### src/rtl/sprite_lookup.sv
// rtl/sprite_lookup.sv - sprite register bank with sequential lowest-index coordinate match
module sprite_lookup #(
    parameter int          N_SPRITES   = 32,
    parameter int          IDX_W       = 5,
    parameter int          SPRITE_SIZE = 20,
    parameter logic [31:0] BG_CODE     = 32'h00000001
) (
    input  logic             clk,
    input  logic             reset,
    input  logic             wr_en,
    input  logic [IDX_W-1:0] wr_addr,
    input  logic [31:0]      wr_data,
    input  logic             lookup_req,
    input  logic [17:0]      check_value,
    output logic             lookup_busy,
    output logic             lookup_valid,
    output logic [31:0]      data_reg,
    output logic [IDX_W-1:0] hit_index
);

    localparam logic [0:0] S_IDLE = 1'b0;
    localparam logic [0:0] S_SCAN = 1'b1;

    logic [31:0]      regs [N_SPRITES];
    logic [0:0]       state;
    logic [IDX_W-1:0] idx;
    logic [8:0]       px;
    logic [8:0]       py;

    logic [31:0] cur;
    logic [9:0]  ox_end;
    logic [9:0]  oy_end;
    logic        hit;
    logic        last;

    // Box ends are formed at 10 bits so a sprite near 511 never wraps to low coordinates.
    always_comb begin
        cur    = regs[idx];
        ox_end = {1'b0, cur[26:18]} + 10'(SPRITE_SIZE);
        oy_end = {1'b0, cur[17:9]} + 10'(SPRITE_SIZE);
        hit    = cur[31]
                 && (px >= cur[26:18]) && ({1'b0, px} < ox_end)
                 && (py >= cur[17:9])  && ({1'b0, py} < oy_end);
        last   = (idx == IDX_W'(N_SPRITES - 1));
    end

    always_ff @(posedge clk or posedge reset) begin
        if (reset) begin
            for (int i = 0; i < N_SPRITES; i++) begin
                regs[i] <= '0;
            end
        end else if (wr_en) begin
            regs[wr_addr] <= wr_data;
        end
    end

    always_ff @(posedge clk or posedge reset) begin
        if (reset) begin
            state        <= S_IDLE;
            idx          <= '0;
            px           <= '0;
            py           <= '0;
            lookup_busy  <= 1'b0;
            lookup_valid <= 1'b0;
            data_reg     <= BG_CODE;
            hit_index    <= '0;
        end else begin
            lookup_valid <= 1'b0;
            case (state)
                S_IDLE: begin
                    if (lookup_req) begin
                        px          <= check_value[17:9];
                        py          <= check_value[8:0];
                        idx         <= '0;
                        lookup_busy <= 1'b1;
                        state       <= S_SCAN;
                    end
                end
                S_SCAN: begin
                    if (hit) begin
                        data_reg     <= cur;
                        hit_index    <= idx;
                        lookup_valid <= 1'b1;
                        lookup_busy  <= 1'b0;
                        state        <= S_IDLE;
                    end else if (last) begin
                        data_reg     <= BG_CODE;
                        hit_index    <= '0;
                        lookup_valid <= 1'b1;
                        lookup_busy  <= 1'b0;
                        state        <= S_IDLE;
                    end else begin
                        idx <= idx + 1'b1;
                    end
                end
                default: begin
                    state       <= S_IDLE;
                    lookup_busy <= 1'b0;
                end
            endcase
        end
    end

endmodule

### config.mk
export PLATFORM = sky130hd
export DESIGN_NAME = sprite_lookup
export DESIGN_NICKNAME = d
export VERILOG_FILES = /design/src/rtl/sprite_lookup.sv
export SDC_FILE = /design/constraint.sdc
export NUM_CORES = 2
export LEC_CHECK = 0
export CAP_MARGIN = 30
export CORE_MARGIN = 5
export CORE_UTILIZATION = 65
export CTS_BUF_LIST = sky130_fd_sc_hd__clkbuf_8
export DETAILED_ROUTE_END_ITERATION = 12
export GPL_TIMING_DRIVEN = 0
export PLACE_DENSITY_LB_ADDON = 0.05
export SYNTH_ARGS = -nofsm -noshare
export SYNTH_HDL_FRONTEND = slang
export SYNTH_SLANG_ARGS = --single-unit
### constraint.sdc
create_clock -name clk -period 49.8 [get_ports clk]
set_input_delay 14.94 -clock clk [delete_from_list [all_inputs] [get_ports clk]]
set_output_delay 14.94 -clock clk [all_outputs]
set_load 0.01 [all_outputs]
==> flow_summary.toml <==
[die]
pin_count = 98
fp.dieArea_um2 = 82100
start_util_pct = 65.5
fp.dieH_um = 287
num_rows = 101
die_w_um = 287
coreArea_um2 = 75800

[critical_path]
startpoint_type = "input pin"
r2r.worst_path.cells = 19
cp_max_fo = 10
r2r_slack_ps = 42450
crit_buf_inv = 2
critPathCapture = "regs[322]$_DFFE_PP0P_"
crit_family = "buffers and inverters"
worst_path_max_delay_cell = "clkbuf_1"
path_cells = "clkdlybuf4s50_1, nand2_1, or2_2, nor2_1, clkbuf_1, mux2_2"
end_kind = "register"
worstSetupStartpoint = "wr_en"
slowest_delay_ps = 840
r2r_end = "data_reg[1]$_DFFE_PP0P_"
cp.depth = 6
reg2reg_from = "idx[1]$_DFFE_PP0P_"
required_ps = 50510
worstPathArrival_ps = 17900
criticalPathCategory = "input pin to register"

[route]
wl_per_cell_um = 31.6
viasPerCell = 6.73
drt_iter0_drc = 3128
dr_total_vias = 30900
ant_nets = 0
drc = 0
firstDrtPassIters = 8
wl_mm = 145

[logic_synthesis]
syn_inst = 3119
ys_warn_count = 0
ys_ff_latch = 1087
synth_nets = 3214
synth_edf_count = 0
synth_flop_cell = "dfrtp_1"
syn_avg_cell_area_um2 = 15.9
synth_cell_types = 61
async_flop_share_pct = 100
syn_area_um2 = 49700
ys_seq_area_share_pct = 54.7

[place]
port_buffers = 97
gp_congestion = 0.898
place_hpwl_mm = 103
dp.cells = 4269

[status]
status = "finished clean"

[grt]
antenna_found_initial = 8
grt_pass1_wl_mm = 216
grt_usage_pct = 36.0
grt_max_degree = 143
first_global_vias = 33400
grt_overflow = 0

[layout]
largest_register_ffs = 1024
syn_to_final_growth_pct = 14.2
nFillCells = 4569
layout-drive-gt1-share_pct = 47.9
final_cells = 4597
layout_common_cells = "1086 x dfrtp_1, 1050 x mux2_2, 279 x mux4_2"
layout.nets = 3570
layout_commonest_cell = "dfrtp_1"

[power_and_ir_drop]
finalPower_mw = 3.07
powerDensity_nw_per_um2 = 54.1
p_leak_nw = 25.6
peakVddDrop_mv = 0.0320

[timing]
tightest_slew_ps = 1110
slew_violations = 0
finalHoldViolations = 0
worst_clock_skew_ps = 41.7
fin_crit_sh_pct = 34.5
rsz0062_at_grt = "false"
fmax_mhz = 58.2
period_minus_slack_ps = 17190
slew-limit-headroom_pct = 25.7
final-setup-viol-count = 0

[clock_tree]
insertion_delay_ps = 850
cts_resized = 0
cts-buffers-inserted = 178
hold_buffers = 0
root_buffer = "clkbuf_8"
cts_tree = "built"
clockBufferDepth = 3
post-cts-setup-buffer-count = 0
clock-sinks = 1087
path_clk_slew_ps = 70
htree_levels = 4

[min_path]
hp-class = "register to register"

[run]
cap_viol_max_count = 0
## synthesized netlist by cell type, drive strengths merged, types with 2 or more instances
cell / count / share of area, %
nor4: 7 / 0.11
a31o: 2 / 0.035
mux4: 279 / 13
buf: 112 / 1.4
o21a: 2 / 0.030
ha: 36 / 0.91
nor2: 31 / 0.24
a221oi: 2 / 0.071
nand2: 55 / 0.42
nor3b: 7 / 0.12
o21ai: 12 / 0.13
a21oi: 19 / 0.19
nor2b: 13 / 0.16
a21o: 4 / 0.060
nand4: 6 / 0.076
nand2b: 10 / 0.13
dfrtp: 1086 / 55
or2: 3 / 0.038
nor3: 7 / 0.070
xor2: 7 / 0.12
o211ai: 3 / 0.045
nand3: 10 / 0.10
mux2i: 59 / 1.2
inv: 16 / 0.12
mux2: 1052 / 24
nand3b: 5 / 0.076
and3: 2 / 0.025
a22oi: 29 / 0.44
xnor2: 3 / 0.053
clkbuf: 174 / 1.3
a22o: 25 / 0.44
and2: 5 / 0.063
o2bb2ai: 22 / 0.39
or3b: 2 / 0.035
## stage by stage
stage	hold slack [ps]	utilization, %	instance area, µm²	setup WS (ps)	setup TNS (ps)
finish	491	74.8	56700	32610	0
global route	509	74.8	56700	32700	0
CTS	494	74.7	56600	32730	0
detailed placement	479	70.1	53100	31890	0
global placement	470	68.4	51900	-4350	-4521950
floorplan	474	-	49700	4260	0
## power by group
group / switching (mW) / internal, mW
Clock: 0.361 / 0.406
Sequential: 0.103 / 1.07
Combinational: 0.578 / 0.554
Total: 1.04 / 2.03
## worst min-delay path by stage
stage,from,endpoint,depth (start not counted)
after floorplan,regs[446]$_DFFE_PP0P_,regs[446]$_DFFE_PP0P_,1
after global placement,data_reg[17]$_DFFE_PP0P_,data_reg[17]$_DFFE_PP0P_,1
after global routing,data_reg[6]$_DFFE_PP0P_,data_reg[6]$_DFFE_PP0P_,1
final,data_reg[30]$_DFFE_PP0P_,data_reg[30]$_DFFE_PP0P_,1
after detailed placement,data_reg[17]$_DFFE_PP0P_,data_reg[17]$_DFFE_PP0P_,1
after CTS,data_reg[30]$_DFFE_PP0P_,data_reg[30]$_DFFE_PP0P_,1
## logic make-up (layout without fill, tap and decap cells)
family	count (synthesis)	after routing	synth area share [%]
simple gates	166	166	1.72
flops	1087	1087	54.7
compound gates	128	128	1.97
other cells	0	11	0
xor+xnor	10	10	0.176
buf+inv	302	791	2.83
mux	1390	1390	37.7
fa+ha+maj	36	36	0.906
## metal layers
| metal | part of all wire, % | track usage, % | vias up |
|---|---|---|---|
| met5 | 0.018 | 0 | - |
| met4 | 6.1 | 19.4 | 4 |
| met3 | 8.6 | 8.36 | 512 |
| met2 | 48 | 57.1 | 1569 |
| met1 | 38 | 46.8 | 16500 |
| li1 | - | - | 12400 |
## area by class of cell
type | instances | area (µm²) | share of cell area [%]
Sequential cell | 1087 | 27200 | 47.9
Buffer | 286 | 1350 | 2.37
Antenna cell | 11 | 27.5 | 0.0485
Tap cell | 978 | 1220 | 2.16
Multi-Input combinational cell | 1730 | 21100 | 37.2
Inverter | 16 | 67.6 | 0.119
Clock buffer | 225 | 3100 | 5.46
Clock inverter | 88 | 429 | 0.756
Timing Repair Buffer | 176 | 2250 | 3.97
Note: power is estimated with default switching activity, not from simulation.
